### src/rtl/mem_arbiter_pkg.sv
// Shared definitions for the two-port memory/IO bus arbiter: bus command
// encodings, FSM state encoding and small command-classification helpers.
package mem_arbiter_pkg;

    localparam int ARB_ADDR_W = 9;
    localparam int ARB_DATA_W = 16;
    localparam int CMD_W      = 3;

    localparam logic [CMD_W-1:0] MNONE  = 3'b001;
    localparam logic [CMD_W-1:0] MREAD  = 3'b010;
    localparam logic [CMD_W-1:0] MWRITE = 3'b100;

    typedef enum logic [1:0] {
        S_IDLE  = 2'd0,
        S_ISSUE = 2'd1,
        S_RDATA = 2'd2
    } state_t;

    // A port is asking for the bus only with a read or a write.
    function automatic logic cmd_is_req(input logic [CMD_W-1:0] cmd);
        return (cmd == MREAD) || (cmd == MWRITE);
    endfunction

    // Anything outside the three one-hot encodings is malformed.
    function automatic logic cmd_is_legal(input logic [CMD_W-1:0] cmd);
        return (cmd == MNONE) || cmd_is_req(cmd);
    endfunction

endpackage

### src/rtl/mem_arbiter_if.sv
// Request/response and shared-bus signals of the arbiter. The slave modport
// is the arbiter's view; master is the requesters plus the memory side.
interface mem_arbiter_if #(
    parameter int ADDR_W = mem_arbiter_pkg::ARB_ADDR_W,
    parameter int DATA_W = mem_arbiter_pkg::ARB_DATA_W
);
    logic [2:0]        req_cmd0;
    logic [2:0]        req_cmd1;
    logic [ADDR_W-1:0] req_addr0;
    logic [ADDR_W-1:0] req_addr1;
    logic [DATA_W-1:0] req_wdata0;
    logic [DATA_W-1:0] req_wdata1;
    logic              grant0;
    logic              grant1;
    logic              rvalid0;
    logic              rvalid1;
    logic [DATA_W-1:0] rdata0;
    logic [DATA_W-1:0] rdata1;
    logic [2:0]        bus_cmd;
    logic [ADDR_W-1:0] bus_addr;
    logic [DATA_W-1:0] bus_wdata;
    logic [DATA_W-1:0] bus_rdata;
    logic              cmd_err;

    modport slave (
        input  req_cmd0, req_cmd1, req_addr0, req_addr1, req_wdata0, req_wdata1,
        input  bus_rdata,
        output grant0, grant1, rvalid0, rvalid1, rdata0, rdata1,
        output bus_cmd, bus_addr, bus_wdata, cmd_err
    );

    modport master (
        output req_cmd0, req_cmd1, req_addr0, req_addr1, req_wdata0, req_wdata1,
        output bus_rdata,
        input  grant0, grant1, rvalid0, rvalid1, rdata0, rdata1,
        input  bus_cmd, bus_addr, bus_wdata, cmd_err
    );
endinterface

### src/rtl/mem_arbiter_rr_pick2.sv
// Two-way round-robin pick: on a tie the port that was not granted last wins.
module rr_pick2 (
    input  logic req0,
    input  logic req1,
    input  logic last,
    output logic valid,
    output logic winner
);

    // Winner is 1 when port 1 alone requests, or on a tie when port 0 went last.
    always_comb begin
        valid  = req0 | req1;
        winner = (req0 & req1) ? ~last : req1;
    end

endmodule

### src/rtl/mem_arbiter.sv
// Shares one memory/IO bus between two masters. A granted command is held on
// registered bus outputs; reads are captured after the RAM's one-cycle latency
// and returned to the owning port with a single-cycle rvalid pulse.
//
// state   | meaning
// S_IDLE  | bus idle (MNONE); sample requests and pick a winner
// S_ISSUE | granted command on the bus; writes commit at end of cycle
// S_RDATA | read held on the bus while RAM dout / IO mux settles; capture
module mem_arbiter
    import mem_arbiter_pkg::*;
(
    input  logic         clk,
    input  logic         reset,
    mem_arbiter_if.slave arb
);

    state_t state;
    state_t state_nxt;
    logic   last;
    logic   req0;
    logic   req1;
    logic   bad_cmd;
    logic   pick_valid;
    logic   pick_winner;

    // Classify the incoming commands; malformed ones never count as requests.
    always_comb begin
        req0    = cmd_is_req(arb.req_cmd0);
        req1    = cmd_is_req(arb.req_cmd1);
        bad_cmd = ~cmd_is_legal(arb.req_cmd0) | ~cmd_is_legal(arb.req_cmd1);
    end

    rr_pick2 u_pick (
        .req0   (req0),
        .req1   (req1),
        .last   (last),
        .valid  (pick_valid),
        .winner (pick_winner)
    );

    // State register.
    always_ff @(posedge clk) begin
        if (reset) begin
            state <= S_IDLE;
        end else begin
            state <= state_nxt;
        end
    end

    // Next-state decode; the command on the bus decides whether ISSUE goes on to RDATA.
    always_comb begin
        state_nxt = state;
        case (state)
            S_IDLE:  if (pick_valid) state_nxt = S_ISSUE;
            S_ISSUE: state_nxt = (arb.bus_cmd == MREAD) ? S_RDATA : S_IDLE;
            S_RDATA: state_nxt = S_IDLE;
            default: state_nxt = S_IDLE;
        endcase
    end

    // Registered bus, grant/rvalid pulses, read capture and the round-robin pointer.
    // The pointer also names the owner of the transaction in flight.
    always_ff @(posedge clk) begin
        if (reset) begin
            arb.bus_cmd   <= MNONE;
            arb.bus_addr  <= '0;
            arb.bus_wdata <= '0;
            arb.grant0    <= 1'b0;
            arb.grant1    <= 1'b0;
            arb.rvalid0   <= 1'b0;
            arb.rvalid1   <= 1'b0;
            arb.rdata0    <= '0;
            arb.rdata1    <= '0;
            arb.cmd_err   <= 1'b0;
            last          <= 1'b1;
        end else begin
            arb.grant0  <= 1'b0;
            arb.grant1  <= 1'b0;
            arb.rvalid0 <= 1'b0;
            arb.rvalid1 <= 1'b0;
            if (bad_cmd) begin
                arb.cmd_err <= 1'b1;
            end
            case (state)
                S_IDLE: begin
                    if (pick_valid) begin
                        last <= pick_winner;
                        if (pick_winner) begin
                            arb.grant1    <= 1'b1;
                            arb.bus_cmd   <= arb.req_cmd1;
                            arb.bus_addr  <= arb.req_addr1;
                            arb.bus_wdata <= arb.req_wdata1;
                        end else begin
                            arb.grant0    <= 1'b1;
                            arb.bus_cmd   <= arb.req_cmd0;
                            arb.bus_addr  <= arb.req_addr0;
                            arb.bus_wdata <= arb.req_wdata0;
                        end
                    end else begin
                        arb.bus_cmd <= MNONE;
                    end
                end
                S_ISSUE: begin
                    if (arb.bus_cmd != MREAD) begin
                        arb.bus_cmd <= MNONE;
                    end
                end
                S_RDATA: begin
                    arb.bus_cmd <= MNONE;
                    if (last) begin
                        arb.rdata1  <= arb.bus_rdata;
                        arb.rvalid1 <= 1'b1;
                    end else begin
                        arb.rdata0  <= arb.bus_rdata;
                        arb.rvalid0 <= 1'b1;
                    end
                end
                default: arb.bus_cmd <= MNONE;
            endcase
        end
    end

endmodule

### src/flat_wrapper.sv
// flat-port wrapper written by rule: the top's interface ports become plain ports
module mem_arbiter_flat import mem_arbiter_pkg::*;
  (clk, reset, arb_req_cmd0, arb_req_cmd1, arb_req_addr0, arb_req_addr1, arb_req_wdata0, arb_req_wdata1, arb_bus_rdata, arb_grant0, arb_grant1, arb_rvalid0, arb_rvalid1, arb_rdata0, arb_rdata1, arb_bus_cmd, arb_bus_addr, arb_bus_wdata, arb_cmd_err);
  mem_arbiter_if arb_i ();
  input  logic clk;
  input  logic reset;
  input wire logic [$bits(arb_i.req_cmd0)-1:0] arb_req_cmd0;
  input wire logic [$bits(arb_i.req_cmd1)-1:0] arb_req_cmd1;
  input wire logic [$bits(arb_i.req_addr0)-1:0] arb_req_addr0;
  input wire logic [$bits(arb_i.req_addr1)-1:0] arb_req_addr1;
  input wire logic [$bits(arb_i.req_wdata0)-1:0] arb_req_wdata0;
  input wire logic [$bits(arb_i.req_wdata1)-1:0] arb_req_wdata1;
  input wire logic [$bits(arb_i.bus_rdata)-1:0] arb_bus_rdata;
  output wire logic [$bits(arb_i.grant0)-1:0] arb_grant0;
  output wire logic [$bits(arb_i.grant1)-1:0] arb_grant1;
  output wire logic [$bits(arb_i.rvalid0)-1:0] arb_rvalid0;
  output wire logic [$bits(arb_i.rvalid1)-1:0] arb_rvalid1;
  output wire logic [$bits(arb_i.rdata0)-1:0] arb_rdata0;
  output wire logic [$bits(arb_i.rdata1)-1:0] arb_rdata1;
  output wire logic [$bits(arb_i.bus_cmd)-1:0] arb_bus_cmd;
  output wire logic [$bits(arb_i.bus_addr)-1:0] arb_bus_addr;
  output wire logic [$bits(arb_i.bus_wdata)-1:0] arb_bus_wdata;
  output wire logic [$bits(arb_i.cmd_err)-1:0] arb_cmd_err;
  assign arb_i.req_cmd0 = arb_req_cmd0;
  assign arb_i.req_cmd1 = arb_req_cmd1;
  assign arb_i.req_addr0 = arb_req_addr0;
  assign arb_i.req_addr1 = arb_req_addr1;
  assign arb_i.req_wdata0 = arb_req_wdata0;
  assign arb_i.req_wdata1 = arb_req_wdata1;
  assign arb_i.bus_rdata = arb_bus_rdata;
  assign arb_grant0 = arb_i.grant0;
  assign arb_grant1 = arb_i.grant1;
  assign arb_rvalid0 = arb_i.rvalid0;
  assign arb_rvalid1 = arb_i.rvalid1;
  assign arb_rdata0 = arb_i.rdata0;
  assign arb_rdata1 = arb_i.rdata1;
  assign arb_bus_cmd = arb_i.bus_cmd;
  assign arb_bus_addr = arb_i.bus_addr;
  assign arb_bus_wdata = arb_i.bus_wdata;
  assign arb_cmd_err = arb_i.cmd_err;
  mem_arbiter u_core (.clk(clk), .reset(reset), .arb(arb_i));
endmodule
### config.mk
export PLATFORM = sky130hd
export DESIGN_NAME = mem_arbiter_flat
export DESIGN_NICKNAME = d
export VERILOG_FILES = /design/src/rtl/mem_arbiter_pkg.sv /design/src/rtl/mem_arbiter_if.sv /design/src/rtl/mem_arbiter_rr_pick2.sv /design/src/rtl/mem_arbiter.sv /design/src/flat_wrapper.sv
export SDC_FILE = /design/constraint.sdc
export NUM_CORES = 1
export LEC_CHECK = 0
export CORE_MARGIN = 1.5
export CORE_UTILIZATION = 35
export DETAILED_ROUTE_END_ITERATION = 7
export PLACE_DENSITY = 0.71
export SKIP_CTS_REPAIR_TIMING = 1
export SYNTH_ARGS = -nofsm -noshare
export SYNTH_HDL_FRONTEND = slang
export SYNTH_SLANG_ARGS = --single-unit
### constraint.sdc
create_clock -name clk -period 1.9 [get_ports clk]
set_clock_uncertainty 0.2 [all_clocks]
set_input_delay 0.38 -clock clk [delete_from_list [all_inputs] [get_ports clk]]
set_output_delay 0.38 -clock clk [all_outputs]
set_load 0.005 [all_outputs]
# == Word level (Yosys, flattened, before mapping) ==
# Cells that the tools add are included.
# op_classes
add_sub_neg,0
n_mul,0
n_div,0
order_cmp,0
n_eq_ne,12
shifts,0
mux,14
bitwise_logic,9
n_reduce_logical,10
# ops
op,n
$mux W16,1
$eq A3 B2 Y1 const B,3
$mux W3,3
$mux W9,1
$eq A3 B1 Y1 const B,2
$eq A3 B3 Y1 const B,2
$not A1 Y1,6
$pmux W3 S2,1
$reduce_and A2 Y1,3
$mux W1,5
$logic_or A1 B1 Y1,4
$mux W2,2
$ne A2 B1 Y1 const B,2
$pmux W2 S2,1
$ne A3 B2 Y1 const B,1
$reduce_or A3 Y1,1
$eq A2 B1 Y1 const B,1
$eq A2 B2 Y1 const B,1
$logic_not A2 Y1,1
$or A1 B1 Y1,2
$reduce_or A2 Y1,1
$and A1 B1 Y1,1
# word_totals
regBits,68
latch_bits,0
mem_bits_rw,0
romBits,0
inputBits,74
out_inout_bits,65
wordCells,57
n_memories,0

# == Depth between registers and ports, before layout ==
# depth
ltp_word,7
mapped_depth,6
depth_no_buf,5

# == Modules after synthesis ==
# A second synthesis with hierarchy kept.
# unflattened
hier_cells,295
hier_area_um2,2682.6
# modules_own_cells
mod,instances,cells_per_inst,area_per_inst_um2,seq_area_each_um2
mem_arbiter,1,293,2668.8,1361.3
rr_pick2,1,2,13.8,0.0

# == Worst setup path before layout ==
# OpenSTA, ideal clock, no wires.
# synth_timing
path_kind,input-to-reg
start,input arb_req_cmd1[0]
end,register u_core.arb.bus_addr[3]
setup_ns,0.089
arrival_ns,1.550
required_time_ns,1.611
setup_slack_ns,0.061
path_stages,6
path_buffers,2
cell_sequence,buf_2 -> or3_1 -> o2bb2ai_4 -> buf_2 -> nor2_1 -> a311oi_2
# synth_between
elab_chain_cells,5
elab_cells_between_ends,8
cone_classes,eq/ne (2); mux (2); bitwise (2); reduce/logical (2)
# synth_lines
item,line,rtl
from (decl),flat_wrapper.sv:8,input wire logic [$bits(arb_i.req_cmd1)-1:0] arb_req_cmd1;
$eq A3 B2 Y1 / $eq A3 B3 Y1 (equally long branches),mem_arbiter_pkg.sv:21,return (cmd == MREAD) || (cmd == MWRITE);
$logic_or A1 B1 Y1 *,mem_arbiter_pkg.sv:21,
$and A1 B1 Y1,mem_arbiter_rr_pick2.sv:13,winner = (req0 & req1) ? ~last : req1;
$mux W1,mem_arbiter_rr_pick2.sv:13,
$mux W9,mem_arbiter.sv:88,if (pick_winner) begin
to (signal assigned),mem_arbiter.sv:91,arb.bus_addr <= arb.req_addr1;
to (signal assigned),mem_arbiter.sv:96,arb.bus_addr <= arb.req_addr0;
to (decl),mem_arbiter_if.sv:29,"output bus_cmd, bus_addr, bus_wdata, cmd_err"
# Every way passes the cells marked *; elsewhere a longest branch is shown, timed or not.
# A chain may end at the register's enable or synchronous reset.

# == Final worst setup path ==
# layout_timing
start,input arb_req_cmd1[0]
end,register u_core.last
# layout_between
elab_chain_cells,4
elab_cells_between_ends,7
cone_classes,eq/ne (2); mux (1); bitwise (2); reduce/logical (2)
# layout_lines
item,line,rtl
$eq A3 B2 Y1 / $eq A3 B3 Y1 (equally long branches),mem_arbiter_pkg.sv:21,
$logic_or A1 B1 Y1 *,mem_arbiter_pkg.sv:21,
$and A1 B1 Y1 / $or A1 B1 Y1 (equally long branches),"mem_arbiter_rr_pick2.sv:13, mem_arbiter_rr_pick2.sv:12",
$mux W1 / $reduce_and A2 Y1 (equally long branches),--,
to (signal assigned),mem_arbiter.sv:87,last <= pick_winner;
to (decl),mem_arbiter.sv:19,logic last;
# Marks and branches as above.

==> out/metrics.cfg <==
[critical_path]
rrSetupSlack_ns = 0.07
path_cells = clkdlybuf4s50_1, or3_1, o2bb2ai_4, buf_4, buf_12, nor2b_1, a211o_1
arrival_ns = 1.90
crit_buf_inv = 3
crit_required_ns = 1.93
cp-end-kind = flip-flop
crit_family = buffers and inverters
max_stage_delay_ns = 0.42
worstSetupStartpointType = input port
cp_max_fo = 8
crit_type = input port to flip-flop
cpMaxStageDelayCell = clkdlybuf4s50_1

[synth]
synth_area_per_cell_sq_um = 8.57
netlist_instances = 329
async_flop_share_pct = 0
synth_top_area_share_pct = 48.3
synthDistinctLibCells = 33
synth_common_cells = nand2_1, dfxtp_1, a21oi_1
synth_area_leaders = dfxtp_1, nand2_1, a311oi_2
synth_edf_count = 0
yosysMostFrequentCell = nand2_1
synth-seq-cells = 68
synth_area_sq_um = 2820
yosys.area.top_type = dfxtp_1
synth.net_count = 403
ys_seq_area_share_pct = 48.3
yosysWarnings = 0
ys.flop_type = dfxtp_1

[global_route]
grt_pass1_wl_um = 11900
grt_start_max_net_pins = 41
grt_overflow = 0
grt_pass1_vias = 2687
track_usage_pct = 17.6
antenna_found_initial = 0

[clock_tree]
cts_tree = yes
clk_pin_slew_worst_paths_ns = 0.08
numCtsBuffers = 9
clkSinkCount = 68
clockBufferDepth = 2
clk_latency_ns = 0.33
cts.htree.levels = 3
cts_root_buffer = clkbuf_8

[power]
powerDensity_nw_per_um2 = 769
ir_drop_v = 0.000390
leakagePower_nw = 1.77

[place]
placed_area_sq_um = 4390
dpl.hpwl_um = 5520
port_buffers = 138
dp.cells = 567
place.gp.congestion = 0.803

[min_path]
worstHoldPathType = input port to flip-flop

[run]
drv_cap = 0

[floorplanning]
io-pin-count = 139
floorplan.initialDensity_pct = 36.3
dieArea_sq_um = 8610
std_cell_rows = 32
coreArea_sq_um = 7770
die_h_um = 92.8
die_w_um = 92.8

[final_layout]
final_cell_area_sq_um = 4780
fin_cells = 591
layout-drive-gt1-share_pct = 14.5
syn2layout_area_growth_pct = 69.5
antenna_cells = 0
num-nets-final = 558
fin_util_pct = 61.5

[timing]
worstMarginPinSlew_ns = 0.418
rsz0062_at_grt = no
maxSlewHeadroom_pct = 72.1
fin_crit_ns = 1.87
setup_viol = 0
hold_viol_final = 0
drv_slew = 0
period_share_pct = 98.4
fmaxAchievable_mhz = 535

[drt]
first_pass_iters = 6
via_per_inst = 4.83
detail-route-antenna-nets = 0
routed_wl_um = 8000
drtIter0Drc = 61
drt_drc_violations_left = 0
vias = 2855
post_drt_wl_per_cell_um = 13.5

[run_status]
outcome = finished, final reports clean

worst register-to-register path: cells and delay by family (launching register included):
kind            cells  cell delay, ns
compound gates      2            0.36
buf+inv             4            0.61
flops               1            0.31
simple gates        2            0.25
stage by stage:
step                      setup WS (ns)  power (W)  hold slack (ns)  setup TNS [ns]
after floorplan                  0.0610    0.00191            0.240               0
after global placement           -0.321    0.00231            0.241           -9.23
after detailed placement         -0.352    0.00232            0.247           -9.71
after CTS                      -0.00562    0.00364            0.159        -0.00562
after global routing            0.00284    0.00385            0.181               0
final                            0.0306    0.00368            0.178               0
metal layers:
metal / vias up / GRT usage (%) / wire length [um]
li1: 1420 / - / -
met1: 1313 / 19.0 / 3210
met2: 111 / 30.4 / 3940
met3: 11 / 6.98 / 724
met4: 0 / 7.45 / 124
met5: - / 0 / 0
registers in the layout, indices dropped and copies added, names as in the netlist:
signal                flops
u_core.arb.cmd_err        1
u_core.arb.bus_addr       9
u_core.last               1
u_core.arb.rdata1        16
u_core.arb.rvalid1        1
u_core.arb.rdata0        16
u_core.arb.bus_cmd        3
u_core.arb.rvalid0        1
u_core.arb.grant0         1
u_core.arb.bus_wdata     16
u_core.state              2
u_core.arb.grant1         1
layout make-up:
| class | instances | area, sq um |
|---|---|---|
| multi-input combinational | 236 | 1320 |
| fill | 682 | 2990 |
| clock inverter | 7 | 101 |
| sequential | 68 | 1360 |
| inverter | 1 | 3.75 |
| tap | 102 | 128 |
| timing repair buffer | 168 | 1740 |
| clock buffer | 9 | 124 |
worst paths after layout:
path	from	end	cells past startpoint
max	arb_req_cmd1[0]	u_core.last	7
max reg2reg	u_core.state[0]	u_core.last	8
min reg2reg	u_core.arb.rdata1[4]	u_core.arb.rdata1[4]	2
min	reset	u_core.state[1]	4
cells in the final DEF, fill, tap and decap left out, types with 2 or more instances in the layout:
master,instances
xor2_1,2
bufinv_16,2
clkbuf_16,4
buf_4,21
nor3_1,3
a311oi_1,7
a21oi_1,34
dlymetal6s2s_1,5
clkdlybuf4s50_1,132
a311oi_2,18
clkinvlp_4,2
o21ai_0,4
nand2_1,115
nor2_1,32
clkbuf_8,9
clkinv_4,3
buf_12,4
or2b_1,2
dfxtp_1,68
a211o_1,2
logic make-up (layout without fill, tap and decap cells):
logic type	Yosys count	in the layout	share of synthesized area (%)
buffers and inverters	25	185	5.28
and+or+nand+nor	162	162	23.3
AOI/OAI and AO/OA	70	70	21.7
DFF	68	68	48.3
xor gates and xnor gates	4	4	1.51
where the power goes:
group	switching, W	internal, W
combinational	0.000321	0.000485
sequential	0.0000433	0.00151
clock	0.000576	0.000745
total	0.000941	0.00274
Power figures use the tool's default switching activity.
